==> src/rtl/mem_port_arbiter.sv <==
`default_nettype none
// ============================================================================
// Module      : mem_port_arbiter
// Description : Two-requester round-robin arbiter and sequencer for a
//               single-port, byte-addressed data RAM.
//               Requester 0 is the CPU (cpu_mfa / cpu_mfc four-phase handshake).
//               Requester 1 is the loader/debug port (ld_req / ld_ack).
//               The winner's command is latched at grant and driven to the RAM
//               for WAIT_STATES+1 cycles. Read data is zero-extended and
//               returned, followed by a registered completion handshake.
//               Misaligned or reserved accesses bypass the RAM and complete
//               with err=1 and zero read data.
// Ports       : CLK, Reset (async, active-low)
//               cpu_*  : CPU request / command / read data / mfc
//               ld_*   : loader request / command / read data / ack
//               ram_*  : RAM enable (active-low), command, write / read data
//               err    : error flag for the current completion
//               gnt    : one-hot grant {ld, cpu}, 00 when idle
// Revision    : 1.0 - initial release
// ============================================================================
module mem_port_arbiter #(
    parameter int ADDR_W      = 8,
    parameter int WAIT_STATES = 1
) (
    input  logic              CLK,
    input  logic              Reset,
    // CPU requester
    input  logic              cpu_mfa,
    input  logic              cpu_rw,
    input  logic [1:0]        cpu_type,
    input  logic [ADDR_W-1:0] cpu_addr,
    input  logic [31:0]       cpu_wdata,
    output logic [31:0]       cpu_rdata,
    output logic              cpu_mfc,
    // Loader requester
    input  logic              ld_req,
    input  logic              ld_rw,
    input  logic [1:0]        ld_type,
    input  logic [ADDR_W-1:0] ld_addr,
    input  logic [31:0]       ld_wdata,
    output logic [31:0]       ld_rdata,
    output logic              ld_ack,
    // RAM side
    output logic              ram_en_n,
    output logic              ram_rw,
    output logic [1:0]        ram_type,
    output logic [ADDR_W-1:0] ram_addr,
    output logic [31:0]       ram_wdata,
    input  logic [31:0]       ram_rdata,
    // Status
    output logic              err,
    output logic [1:0]        gnt
);

    localparam int              CNT_W      = (WAIT_STATES > 0) ? $clog2(WAIT_STATES + 1) : 1;
    localparam logic [CNT_W-1:0] C_LAST_CNT = CNT_W'(WAIT_STATES);
    localparam logic [1:0]      C_T_BYTE   = 2'b00;
    localparam logic [1:0]      C_T_HALF   = 2'b01;
    localparam logic [1:0]      C_T_WORD   = 2'b10;

    typedef enum logic [1:0] {
        S_IDLE   = 2'd0,
        S_ACCESS = 2'd1,
        S_DONE   = 2'd2
    } state_t;

    state_t             r_state;
    logic               r_last_ld;   // 1: loader was granted most recently
    logic               r_err_pend;  // error grant waiting to raise its completion
    logic [CNT_W-1:0]   r_count;

    logic               w_any_req;
    logic               w_pick_ld;
    logic               w_sel_rw;
    logic [1:0]         w_sel_type;
    logic [ADDR_W-1:0]  w_sel_addr;
    logic [31:0]        w_sel_wdata;
    logic               w_sel_bad;
    logic               w_granted_req;
    logic [31:0]        w_rd_ext;

    always_comb begin
        w_any_req   = cpu_mfa | ld_req;
        // Loader wins when it is alone, or on a tie when the CPU went last.
        w_pick_ld   = ld_req & (~cpu_mfa | ~r_last_ld);
        w_sel_rw    = w_pick_ld ? ld_rw    : cpu_rw;
        w_sel_type  = w_pick_ld ? ld_type  : cpu_type;
        w_sel_addr  = w_pick_ld ? ld_addr  : cpu_addr;
        w_sel_wdata = w_pick_ld ? ld_wdata : cpu_wdata;

        case (w_sel_type)
            C_T_BYTE: w_sel_bad = 1'b0;
            C_T_HALF: w_sel_bad = w_sel_addr[0];
            C_T_WORD: w_sel_bad = |w_sel_addr[1:0];
            default:  w_sel_bad = 1'b1;
        endcase

        w_granted_req = gnt[1] ? ld_req : cpu_mfa;

        // RAM returns right-justified data; only the accessed bytes are kept.
        case (ram_type)
            C_T_BYTE: w_rd_ext = {24'd0, ram_rdata[7:0]};
            C_T_HALF: w_rd_ext = {16'd0, ram_rdata[15:0]};
            default:  w_rd_ext = ram_rdata;
        endcase
    end

    always_ff @(posedge CLK or negedge Reset) begin
        if (!Reset) begin
            r_state    <= S_IDLE;
            r_last_ld  <= 1'b1;
            r_err_pend <= 1'b0;
            r_count    <= '0;
            cpu_rdata  <= '0;
            cpu_mfc    <= 1'b0;
            ld_rdata   <= '0;
            ld_ack     <= 1'b0;
            ram_en_n   <= 1'b1;
            ram_rw     <= 1'b0;
            ram_type   <= 2'b00;
            ram_addr   <= '0;
            ram_wdata  <= '0;
            err        <= 1'b0;
            gnt        <= 2'b00;
        end else begin
            case (r_state)
                S_IDLE: begin
                    if (w_any_req) begin
                        gnt       <= w_pick_ld ? 2'b10 : 2'b01;
                        r_last_ld <= w_pick_ld;
                        r_count   <= '0;
                        if (w_sel_bad) begin
                            // RAM command registers keep their previous values.
                            r_err_pend <= 1'b1;
                            r_state    <= S_DONE;
                        end else begin
                            ram_rw    <= w_sel_rw;
                            ram_type  <= w_sel_type;
                            ram_addr  <= w_sel_addr;
                            ram_wdata <= w_sel_wdata;
                            ram_en_n  <= 1'b0;
                            r_state   <= S_ACCESS;
                        end
                    end
                end

                S_ACCESS: begin
                    if (r_count == C_LAST_CNT) begin
                        ram_en_n <= 1'b1;
                        r_state  <= S_DONE;
                        if (gnt[1]) begin
                            ld_ack <= 1'b1;
                            if (!ram_rw) ld_rdata <= w_rd_ext;
                        end else begin
                            cpu_mfc <= 1'b1;
                            if (!ram_rw) cpu_rdata <= w_rd_ext;
                        end
                    end else begin
                        r_count <= r_count + 1'b1;
                    end
                end

                S_DONE: begin
                    if (r_err_pend) begin
                        // Error completion is raised one edge after the grant.
                        r_err_pend <= 1'b0;
                        err        <= 1'b1;
                        if (gnt[1]) begin
                            ld_ack   <= 1'b1;
                            ld_rdata <= '0;
                        end else begin
                            cpu_mfc   <= 1'b1;
                            cpu_rdata <= '0;
                        end
                    end else if (!w_granted_req) begin
                        cpu_mfc <= 1'b0;
                        ld_ack  <= 1'b0;
                        err     <= 1'b0;
                        gnt     <= 2'b00;
                        r_state <= S_IDLE;
                    end
                end

                default: begin
                    r_state  <= S_IDLE;
                    ram_en_n <= 1'b1;
                    gnt      <= 2'b00;
                end
            endcase
        end
    end

endmodule
`default_nettype wire

==> config.mk <==
export PLATFORM = sky130hd
export DESIGN_NAME = mem_port_arbiter
export DESIGN_NICKNAME = d
export VERILOG_FILES = /design/src/rtl/mem_port_arbiter.sv
export SDC_FILE = /design/constraint.sdc
export NUM_CORES = 1
export LEC_CHECK = 0
export CORE_MARGIN = 2
export CORE_UTILIZATION = 42
export CTS_CLUSTER_SIZE = 25
export DETAILED_ROUTE_END_ITERATION = 10
export PLACE_DENSITY = 0.85
export SYNTH_ARGS = -nofsm -noshare
export SYNTH_HDL_FRONTEND = slang
export SYNTH_SLANG_ARGS = --single-unit
==> constraint.sdc <==
create_clock -name CLK -period 2 [get_ports CLK]
set_input_delay 0.4 -clock CLK [delete_from_list [all_inputs] [get_ports CLK]]
set_output_delay 0.4 -clock CLK [all_outputs]
set_load 0.05 [all_outputs]
==> qor.yml, run 1 <==
run_status:
  status: "completed"
setup_path:
  start_kind: "register"
  crit_path_top_delay_cell: "clkdlybuf4s50_1"
  r2r_setup_slack_ps: 170
  reg2reg_depth: 5
  path_delay_family: "buffers and inverters"
  crit_buf_inv: 1
  r2r-end: "ram_wdata[11]"
  critPathMaxFanout: 2
  timing.rr.start: "r_last_ld"
  cp_num_cells: 1
  critPathCaptureType: "primary output"
  cp_cell_sequence: "clkdlybuf4s50_1"
  crit_type: "reg2out"
  crit_path_max_incr_delay_ps: 830
  worst_ep_required_time_ps: 1600
  cp_data_arrival_time_ps: 1590
place:
  dpl.hpwl_um: 11400
  place_area_um2: 7850
  numPortBuffers: 234
  gp_congestion: 0.864
yosys:
  synthDominantCellAreaShare: 0.559
  synthCells: 547
  ys_warn_count: 0
  syn_area_um2: 5200
  yosys_register_bits: 118
  synth_fp_nets: 669
  synth_top_flop_cell: "dfrtp_1"
  ys_types: 45
  syn_area_per_cell_um2: 9.50
  synthArstFlopShare: 1.00
  synth_edf_count: 0
  seq_area_frac_synth: 0.569
  synthTopCellsByArea: "dfrtp_1 (56%), nand2_1 (16%), mux2_2 (8.5%), o21ai_0 (6.7%), clkbuf_1 (1.5%)"
  synth_area_leader_cell: "dfrtp_1"
clock_network:
  cts_buffer_depth: 2
  cts_tree: "built"
  cts_setup_buffers: 0
  clkLatencyLatePin_ps: 410
  clk_pin_slew_worst_paths_ps: 60
  cts_sinks: 118
  htreeDepth: 4
  cts-buffers-inserted: 17
  root_buffer: "clkbuf_16"
floorplanning:
  io_pins: 235
  start_util: 0.431
  die_width_um: 115
  fp.dieH_um: 115
  fp.dieArea_um2: 13300
  placement_rows: 40
  core_area_um2: 12100
routing:
  drt_iter0_markers: 356
  drc: 0
  top_layer: "met4"
  dr.pass1.iters: 4
  met3_wirelength_um: 1340
  drt_wl_total_um: 15600
  viasPerCell: 5.09
  wl_per_cell_um: 16.0
  vias: 4975
  met2_length_um: 7460
  ant_nets: 0
  met1_length_um: 6420
power:
  power_leakage_nw: 4.63
  pwr_density_cell_nw_per_um2: 1880
  ir_drop_mv: 0.880
grt:
  grt_pass1_wl_um: 23900
  grt_max_degree: 65
  grt_overflow: 0
  track_usage: 0.233
  grt_pass1_vias: 5045
  antenna_found_initial: 0
worst_hold_path:
  hold_path_class: "reg2reg"
  hold_start: "ld_rdata[27]"
  min_delay_path_depth: 2
  min_to: "ld_rdata[27]"
layout:
  diodes: 0
  fin_area_um2: 8650
  multiInputGateArea_um2: 2090
  fill_cells: 779
  mostFrequentLayoutCell: "nand2_1"
  mostFrequentLayoutCells: "nand2_1 (221), clkdlybuf4s50_1 (151), dfrtp_1 (116)"
  area_growth_pct: 66.4
  final_nets: 919
  seqCellArea_um2: 2960
  drive_gt1_frac: 0.152
  fin_util: 0.717
sta:
  period_needed_ps: 1990
  slew_violations: 0
  worstMarginPinSlew_ps: 679
  tns_ps: 0
  finClkSkew_ps: 9.19
  hold_viol_final: 0
  maxSlewHeadroom: 0.547
  final-setup-viol-count: 0
  fmax_ghz: 0.503
  min_period_over_period: 0.995
flow_run:
  drv_cap: 0
where the power goes:
part	switching, W	internal [W]
sequential	0.000711	0.00353
clock	0.00111	0.00213
combinational	0.00585	0.00293
total	0.00768	0.00859
layer usage:
layer / global-route usage / vias up
li1: - / 2320
met1: 0.278 / 2360
met2: 0.391 / 264
met3: 0.0712 / 31
met4: 0.0996 / 0
met5: 0 / -
kinds of logic after synthesis:
kind of cell	synth area share
DFF	0.569
AOI/OAI and AO/OA	0.114
muxes	0.0886
buffers and inverters	0.0339
and+or+nand+nor	0.195
metrics by stage:
step / total power, W / setup WS [ps] / instances / hold WS [ps]
detailed placement: 0.0131 / -341 / 945 / 382
finish: 0.0163 / 10.1 / 978 / 474
CTS: 0.0164 / 0.958 / 978 / 484
global placement: 0.0129 / -281 / 945 / 370
floorplan: 0.00984 / 219 / 547 / 104
global route: 0.0170 / -43.2 / 978 / 502
worst reg2reg max path: stages (launching register included):
cell and delay, ps:
dfstp_2 580, a21boi_4 100, o221a_2 170, nor3_4 230, buf_4 260, mux2_2 370
worst max-delay path by stage:
stage          slack [ps]          start       endpoint
3_5_place_dp         -340     ld_addr[0]  ram_wdata[31]
6_report               10   ld_rdata[14]   ld_rdata[14]
4_1_cts                 1  cpu_rdata[27]  cpu_rdata[27]
3_3_place_gp         -280     ld_addr[0]   ram_wdata[8]
5_1_grt               -40   ld_rdata[14]   ld_rdata[14]
2_1_floorplan         220     ld_addr[0]    ram_addr[1]
Yosys cell counts, types with 2 or more instances:
cell and count:
nand2_1 221, dfrtp_1 116, o21ai_0 70, mux2_2 39, clkbuf_1 21, nor2_1 8
a21oi_1 7, nor3_1 7, a31oi_1 5, buf_6 4, inv_1 4, buf_2 3
o21a_1 3, o22a_1 3, buf_1 2, buf_4 2, dfstp_2 2, nor3_4 2
o2bb2ai_1 2
repair_timing:
action,4_1_cts,5_1_grt
hold endpoints to repair,31,0
hold buffers,1,0
setup endpoints to repair,8,62
gates cloned,0,0
pin swaps,0,0
resized for setup,8,62
layout make-up:
cell class                      count  share of cell area
Sequential cell                   118               0.342
Timing Repair Buffer              263               0.317
Multi-Input combinational cell    393               0.242
Clock buffer                       19              0.0512
Tap cell                          168              0.0243
Clock inverter                     13              0.0227
Inverter                            4             0.00174
flip-flops by register name, indices dropped and copies added (netlist names):
register and count:
r_err_pend 1, r_state 2, ram_en_n 1, ld_rdata 32, ram_addr 8, ld_ack 1, ram_rw 1, ram_wdata 32
ram_type 2, r_last_ld 1, r_count 1, cpu_mfc 1, cpu_rdata 32, gnt 2, err 1
Power figures use the tool's default switching activity.
==> run 2, diff against run 1 <==
Settings changed: HOLD_SLACK_MARGIN set to 0.02.
==> results of run 2 <==
No change in the layout: final DEF, timing and power equal those of run 1.
==> run 3, diff against run 2 <==
Settings changed: ABC_CLOCK_PERIOD_IN_PS set to 2000, SLEW_MARGIN set to 10.
==> results of run 3 <==
No change in the layout: final DEF, timing and power equal those of run 1.
